--- src/rtl/mem_bist_master.sv ---
// mem_bist_master: March test engine (W0 up, R0/W1 up, R1 down) driving a single-port RAM
// req/gnt/rvalid port. Define MEM_BIST_ERR_CAPTURE_EN to keep the first failing address/data.
module mem_bist_master #(
    parameter int                    ADDR_WIDTH = 8,
    parameter int                    DATA_WIDTH = 32,
    parameter int                    NUM_WORDS  = 64,
    parameter logic [DATA_WIDTH-1:0] PATTERN    = 32'hA5A5_0000
) (
    input  logic                    clk,
    input  logic                    rst,
    input  logic                    start_i,
    output logic                    busy_o,
    output logic                    done_o,
    output logic                    pass_o,
    output logic                    mem_req_o,
    output logic [ADDR_WIDTH-1:0]   mem_addr_o,
    output logic                    mem_we_o,
    output logic                    mem_en_o,
    output logic [DATA_WIDTH/8-1:0] mem_be_o,
    output logic [DATA_WIDTH-1:0]   mem_wdata_o,
    input  logic                    mem_gnt_i,
    input  logic                    mem_rvalid_i,
    input  logic [DATA_WIDTH-1:0]   mem_rdata_i,
    output logic [ADDR_WIDTH-1:0]   err_addr_o,
    output logic [DATA_WIDTH-1:0]   err_rdata_o
);
    localparam int BE_W  = DATA_WIDTH / 8;
    localparam int SHIFT = $clog2(BE_W);
    localparam int IDX_W = (NUM_WORDS > 1) ? $clog2(NUM_WORDS) : 1;
    localparam logic [IDX_W-1:0] LAST_IDX = IDX_W'(NUM_WORDS - 1);

    typedef enum logic [1:0] {IDLE, REQ, WAIT_RV, DONE} state_t;
    typedef enum logic [1:0] {PH_W0, PH_R0W1, PH_R1} phase_t;

    state_t                state_q, state_d;
    phase_t                phase_q;
    logic [IDX_W-1:0]      idx_q;
    logic                  wr_sub_q;
    logic                  fail_q;
    logic                  op_we, start_ok, rsp, mismatch, last_op;
    logic [DATA_WIDTH-1:0] pat, op_wdata, exp_rdata;
    logic [ADDR_WIDTH-1:0] op_addr;

    // Current operation is a pure function of phase/index/sub-step registers.
    assign pat       = PATTERN ^ DATA_WIDTH'(idx_q);
    assign op_we     = (phase_q == PH_W0) || ((phase_q == PH_R0W1) && wr_sub_q);
    assign op_wdata  = (phase_q == PH_W0) ? pat : ~pat;
    assign exp_rdata = (phase_q == PH_R0W1) ? pat : ~pat;
    assign op_addr   = ADDR_WIDTH'(idx_q) << SHIFT;

    assign start_ok = start_i && ((state_q == IDLE) || (state_q == DONE));
    assign rsp      = (state_q == WAIT_RV) && mem_rvalid_i;
    assign mismatch = rsp && !op_we && (mem_rdata_i != exp_rdata);
    assign last_op  = (phase_q == PH_R1) && (idx_q == '0);

    always_ff @(posedge clk or posedge rst) begin
        if (rst) begin
            state_q <= IDLE;
        end else begin
            state_q <= state_d;
        end
    end

    always_comb begin
        state_d     = state_q;
        busy_o      = 1'b0;
        done_o      = 1'b0;
        pass_o      = 1'b0;
        mem_req_o   = 1'b0;
        mem_en_o    = 1'b0;
        mem_we_o    = 1'b0;
        mem_be_o    = '0;
        mem_addr_o  = '0;
        mem_wdata_o = '0;
        case (state_q)
            IDLE: begin
                if (start_i) state_d = REQ;
            end
            REQ: begin
                busy_o      = 1'b1;
                mem_req_o   = 1'b1;
                mem_en_o    = 1'b1;
                mem_be_o    = '1;
                mem_we_o    = op_we;
                mem_addr_o  = op_addr;
                mem_wdata_o = op_we ? op_wdata : '0;
                if (mem_gnt_i) state_d = WAIT_RV;
            end
            WAIT_RV: begin
                busy_o = 1'b1;
                if (mem_rvalid_i) state_d = last_op ? DONE : REQ;
            end
            DONE: begin
                done_o = 1'b1;
                pass_o = !fail_q;
                if (start_i) state_d = REQ;
            end
            default: state_d = IDLE;
        endcase
    end

    // Sequencing advances only on a response, so exactly one transaction is ever outstanding.
    always_ff @(posedge clk or posedge rst) begin
        if (rst) begin
            phase_q  <= PH_W0;
            idx_q    <= '0;
            wr_sub_q <= 1'b0;
            fail_q   <= 1'b0;
        end else if (start_ok) begin
            phase_q  <= PH_W0;
            idx_q    <= '0;
            wr_sub_q <= 1'b0;
            fail_q   <= 1'b0;
        end else if (rsp) begin
            if (mismatch) fail_q <= 1'b1;
            case (phase_q)
                PH_W0: begin
                    if (idx_q == LAST_IDX) begin
                        phase_q <= PH_R0W1;
                        idx_q   <= '0;
                    end else begin
                        idx_q <= idx_q + 1'b1;
                    end
                end
                PH_R0W1: begin
                    if (!wr_sub_q) begin
                        wr_sub_q <= 1'b1;
                    end else begin
                        wr_sub_q <= 1'b0;
                        if (idx_q == LAST_IDX) phase_q <= PH_R1;
                        else                   idx_q   <= idx_q + 1'b1;
                    end
                end
                PH_R1: begin
                    if (idx_q != '0) idx_q <= idx_q - 1'b1;
                end
                default: phase_q <= PH_W0;
            endcase
        end
    end

`ifdef MEM_BIST_ERR_CAPTURE_EN
    logic [ADDR_WIDTH-1:0] err_addr_q;
    logic [DATA_WIDTH-1:0] err_rdata_q;

    // Only the first mismatch since start is kept; fail_q is still clear at that moment.
    always_ff @(posedge clk or posedge rst) begin
        if (rst) begin
            err_addr_q  <= '0;
            err_rdata_q <= '0;
        end else if (start_ok) begin
            err_addr_q  <= '0;
            err_rdata_q <= '0;
        end else if (mismatch && !fail_q) begin
            err_addr_q  <= op_addr;
            err_rdata_q <= mem_rdata_i;
        end
    end

    assign err_addr_o  = err_addr_q;
    assign err_rdata_o = err_rdata_q;
`else
    assign err_addr_o  = '0;
    assign err_rdata_o = '0;
`endif

endmodule

--- config.mk ---
export PLATFORM = sky130hd
export DESIGN_NAME = mem_bist_master
export DESIGN_NICKNAME = d
export VERILOG_FILES = /design/src/rtl/mem_bist_master.sv
export SDC_FILE = /design/constraint.sdc
export NUM_CORES = 1
export LEC_CHECK = 0
export ABC_CLOCK_PERIOD_IN_PS = 3200
export CAP_MARGIN = 0
export CORE_MARGIN = 3
export CORE_UTILIZATION = 41
export CTS_BUF_LIST = sky130_fd_sc_hd__clkbuf_8
export DETAILED_ROUTE_END_ITERATION = 10
export PLACE_DENSITY = 0.94
export SLEW_MARGIN = 20
export SYNTH_ARGS = -nofsm -noshare
export SYNTH_HDL_FRONTEND = slang
export SYNTH_SLANG_ARGS = --single-unit
--- constraint.sdc ---
create_clock -name clk -period 3.2 [get_ports clk]
set_input_delay 0.48 -clock clk [delete_from_list [all_inputs] [get_ports clk]]
set_output_delay 0.48 -clock clk [all_outputs]
set_load 0.05 [all_outputs]
Word-level counts from Yosys, hierarchy flattened
Cells that the tools add are included.
{ "word_totals": {"in_bits": 37, "out_inout_bits": 90, "regBits": 12, "wordCells": 85} }
{ "op_classes": {"n_eq_ne": 16, "n_mux": 36, "n_reduce_logical": 25, "bitwise_logic": 1, "n_addsub": 2} }
{ "op_table": {"columns": ["operator", "n"], "rows": [
  ["32-bit 2-to-1 mux", 4],
  ["6-bit 2-to-1 mux", 6],
  ["32-bit != test", 1],
  ["32-bit inverter", 1],
  ["2-bit 2-to-1 mux", 9],
  ["6-bit case mux with 3 select lines", 1],
  ["1-bit 2-to-1 mux", 12],
  ["2-bit case mux with 3 select lines", 2],
  ["5-bit AND reduction", 2],
  ["3-bit by 2-bit != test with 1-bit output, second input constant", 3],
  ["8-bit 2-to-1 mux", 1],
  ["6-bit by 1-bit adder with 6-bit output, second input constant", 1],
  ["2-bit == test, second input constant", 3],
  ["6-bit == test, second input constant", 1],
  ["1-bit logical AND", 6],
  ["6-bit zero test", 1],
  ["2-bit != test, second input constant", 3],
  ["3-bit != test, second input constant", 2],
  ["2-bit nonzero test", 3],
  ["6-bit nonzero test", 1],
  ["6-bit by 1-bit subtractor with 6-bit output, second input constant", 1],
  ["2-bit by 1-bit == test with 1-bit output, second input constant", 2],
  ["2-bit zero test", 2],
  ["4-bit 2-to-1 mux", 1],
  ["other kinds (7)", 11]
]} }

Depth between registers and ports, before layout
{ "depth": {"word_depth": 9, "depth_mapped": 8, "mapped_depth_nobuf": 7} }

Worst setup path after synthesis
OpenSTA, ideal clock, no wires.
{ "synth_path": {"path_kind": "reg2out", "startpoint": "register state_q[1]", "endpoint": "output mem_wdata_o[1]", "path_stages_with_launch": 6, "path_slack_ns": 0.077, "arrival_time_ns": 2.643, "t_required_ns": 2.720, "path_buffers": 0, "cell_sequence": "dfrtp_1 > inv_1 > ha_1 > nand4_1 > inv_2 > a2bb2oi_1"} }
{ "synth_via": {"elab_chain_len": 2} }
{ "synth_rtl": {"columns": ["item", "line", "source"], "rows": [
  ["start: declaration", "35", "state_t state_q, state_d;"],
  ["start signal: assignment", "60", "state_q <= state_d;"],
  ["2-bit by 1-bit == test with 1-bit output", "75", "case (state_q)"],
  ["32-bit 2-to-1 mux", "75", null],
  ["end: declaration", "20", "output logic [DATA_WIDTH-1:0] mem_wdata_o,"]
]} }
Every way passes these cells.

Worst setup path in the final report
{ "layout_path": {"startpoint": "register phase_q[0]", "endpoint": "output mem_wdata_o[30]"} }
{ "layout_via": {"elab_chain_len": 5, "word_cells_on_any_way": 7, "classes_between": "1 x eq/ne; 3 x mux; 3 x reduce/logical"} }
{ "layout_rtl": {"columns": ["item", "line", "source"], "rows": [
  ["start: declaration", "36", "phase_t phase_q;"],
  ["start signal: assignment", "105", "phase_q <= PH_W0;"],
  ["start signal: assignment", "110", "phase_q <= PH_W0;"],
  ["start signal: assignment", "119", "phase_q <= PH_R0W1;"],
  ["2-bit by 1-bit == test with 1-bit output", "46", "assign op_we = (phase_q == PH_W0) || ((phase_q == PH_R0W1) && wr_sub_q);"],
  ["1-bit logical AND", "46", null],
  ["1-bit logical OR", "46", null],
  ["32-bit 2-to-1 mux (*)", "86", "mem_wdata_o = op_we ? op_wdata : '0;"],
  ["32-bit 2-to-1 mux (*)", "75", null]
]} }
Mark *: on every way between the ends. The rest lies on a longest branch, timed or not.

==> flow_summary_export.csv <==
group,metric,value,unit
sta,worst_pin_slew,0.516,ns
floorplan,dieWidth,74.7,microns
routing,via_count,1816,
power,switchingPower,1.10,mW
clock_tree,cts.hold.buffers_added,0,
final_layout,diodes,0,
clock_tree,clk_pin_slew_worst_paths,0.06,ns
final_layout,nets,352,
routing,firstDrtPassIters,4,
placement,port_buffers,84,
floorplan,rows,24,
global_route,grt_pass1_wl,7030,microns
floorplan,coreArea,4440,sq um
sta,maxSlewHeadroom,65.5,%
sta,holdWs,0.559,ns
clock_tree,clock_latency,0.24,ns
logic_synthesis,synthDistinctLibCells,45,
logic_synthesis,syn_area_per_cell,7.59,sq um
sta,drv_slew,0,
clock_tree,cts_sinks,12,
clock_tree,h-tree-depth,1,
power,clock_power_share,9.3,%
flow_run,drv_cap,0,
logic_synthesis,yosys-top-cells-area,"buf_4, dfrtp_1, ha_1",
logic_synthesis,synth-main-ff-cell,"dfrtp_1",
sta,final-setup-viol-count,0,
global_route,gr-usage-all-layers,15.7,%
routing,drc,0,
setup_path,cp.required,2.72,ns
placement,gp_congestion,0.830,
setup_path,endpoint_kind,"output port",
sta,rsz0062_at_grt,"false",
sta,finClkSkew,0.000323,ns
floorplan,start_util,43.5,%
global_route,grt_max_degree,25,
global_route,grt_pass1_vias,1570,
floorplan,die_y,74.7,microns
final_layout,area_delta_synth_final,28.2,%
floorplan,num_io_pins,127,
clock_tree,cts_setup_buffers,0,
final_layout,final_util,55.8,%
setup_path,cp.arrival,2.54,ns
routing,initialDrtViolationCount,117,
sta,clock.fmax,0.331,GHz
power,p_comb_share,77.3,%
power,p_sw_share,60.3,%
logic_synthesis,synth_top_area_share,28.7,%
setup_path,path_class,"flip-flop to output port",
logic_synthesis,syn-instance-count,255,
logic_synthesis,ys_ff_latch,12,
final_layout,design_area,2480,sq um
global_route,antenna_found_initial,0,
status,run_status,"complete, no violations",
floorplan,dieArea,5580,sq um
logic_synthesis,yosysSeqAreaShare,15.5,%
logic_synthesis,synth_edf_count,0,
global_route,grt-ovfl-total,0,
power,leakagePower,1.14,nW
setup_path,cp-start-kind,"flip-flop",
logic_synthesis,synth_async_sr_flop_share,100,%
final_layout,drive_gt1_share,3.29,%
logic_synthesis,syn_area,1930,sq um
sta,fin_crit,3.02,ns
power,p_per_area,734,nW/um^2
sta,fin_setup_tns,0,ns
placement,placed_area,2410,sq um
logic_synthesis,yosys.area.top_type,"buf_4",
placement,hpwl,3860,microns
logic_synthesis,yosysWarnings,0,
hold_path,min_path_type,"input pin to asynchronous set/reset pin",
clock_tree,cts_inserted_buffers,3,
power,peakVddDrop,477,uV
logic_synthesis,yosysMostFrequentCell,"buf_4",
power,p_seq_share,13.4,%
clock_tree,cts.path.max_buffers,2,
clock_tree,cts_tree,"yes",
routing,wl_per_cell,13.4,microns
sta,fin_crit_sh,94.3,%
routing,drt_wl_total,4780,microns
setup_path,critical_path.max_fanout,24,
power,intPower,722,uW
routing,viasPerCell,5.10,
clock_tree,cts-root-buf,"clkbuf_8",
routing,ant_nets,0,
sta,hold_viol,0,
logic_synthesis,synth_common_cells,"buf_4, nand2_1, nor2_1, inv_1, dfrtp_1",
-- power by group through the flow --
stage                     Sequential, mW  Combinational, mW  Clock (mW)
after floorplan                    0.202               1.19           0
after global placement             0.242               1.39           0
after detailed placement           0.245               1.40           0
after CTS                          0.243               1.41       0.169
after global routing               0.250               1.49       0.179
final                              0.244               1.41       0.169
-- critical path, stage by stage (launching register included) --
cell	delay, ns
dfrtp_1	0.39
inv_1	0.08
ha_1	0.27
inv_1	0.22
nand4_1	0.15
inv_2	0.29
clkdlybuf4s50_1	0.89
-- metrics by stage --
| step | setup WS (ns) | cells | power [mW] |
|---|---|---|---|
| final | 0.182 | 356 | 1.82 |
| after global routing | 0.0785 | 356 | 1.92 |
| after CTS | 0.0141 | 356 | 1.82 |
| after detailed placement | 0.288 | 352 | 1.65 |
| after global placement | 0.400 | 352 | 1.63 |
| after floorplan | 0.0767 | 296 | 1.40 |
-- layout by cell type (no fill, tap or decap), drive strengths merged, types with 4 or more instances in the layout --
cell / instances
a21oi: 6
a2bb2oi: 7
and2: 8
clkbuf: 4
clkdlybuf4s50: 78
conb: 42
dfrtp: 12
dlymetal6s2s: 5
ha: 10
inv: 14
nand2: 16
nand3: 4
nand4: 9
nor2: 15
nor2b: 6
nor3: 4
nor4: 5
o21ai: 7
xor2: 6
-- area by class of cell --
class / count / area, sq um
inverters: 14 / 52.6
flip-flops and latches: 12 / 300
well taps: 52 / 65.1
fillers: 393 / 1960
repair buffers: 86 / 866
clock buffers: 4 / 55.1
multi-input cells: 188 / 1140
-- cell families after synthesis --
| family | after synthesis | share of synthesized area (%) |
|---|---|---|
| AO/OA/AOI/OAI | 49 | 18.5 |
| other | 1 | 0.194 |
| buffers and inverters | 96 | 33.4 |
| XOR/XNOR | 9 | 4.08 |
| multiplexers | 1 | 0.517 |
| adder cells (fa/ha/maj) | 10 | 6.47 |
| AND/OR/NAND/NOR | 77 | 21.3 |
| flip-flops | 12 | 15.5 |
-- final timing paths --
path	start	depth (start not counted)	slack, ns	endpoint
max in group asynchronous	rst	2	2.33	fail_q$_DFFE_PP0P_
max	phase_q[0]$_DFFE_PP0P_	6	0.18	mem_wdata_o[30]
min in group clk	phase_q[1]$_DFFE_PP0P_	2	0.57	phase_q[1]$_DFFE_PP0P_
min	rst	2	0.56	state_q[0]$_DFFE_PP0P_
max reg2reg	idx_q[0]$_DFFE_PP0P_	6	1.01	idx_q[2]$_DFFE_PP0P_
min reg2reg	phase_q[1]$_DFFE_PP0P_	2	0.57	phase_q[1]$_DFFE_PP0P_
-- registers in the layout (all words and copies together) (netlist names) --
register and count:
wr_sub_q 1, state_q 2, phase_q 2, idx_q 6, fail_q 1
-- routing by layer --
layer  vias up  share of wire [%]  wire (microns)  track usage [%]
li1        875                  -               -                -
met1       838                 37            1760             18.7
met2        99                 53            2550             29.4
met3         4                9.5             456             2.40
met4         0               0.44              21             3.36
met5         -                  0               0                0
-- repair_timing --
item,CTS,global route
hold endpoints to repair,0,0
resized for setup,0,5
endpoints found under the setup margin,0,5
Note: power is estimated with default switching activity, not from simulation.
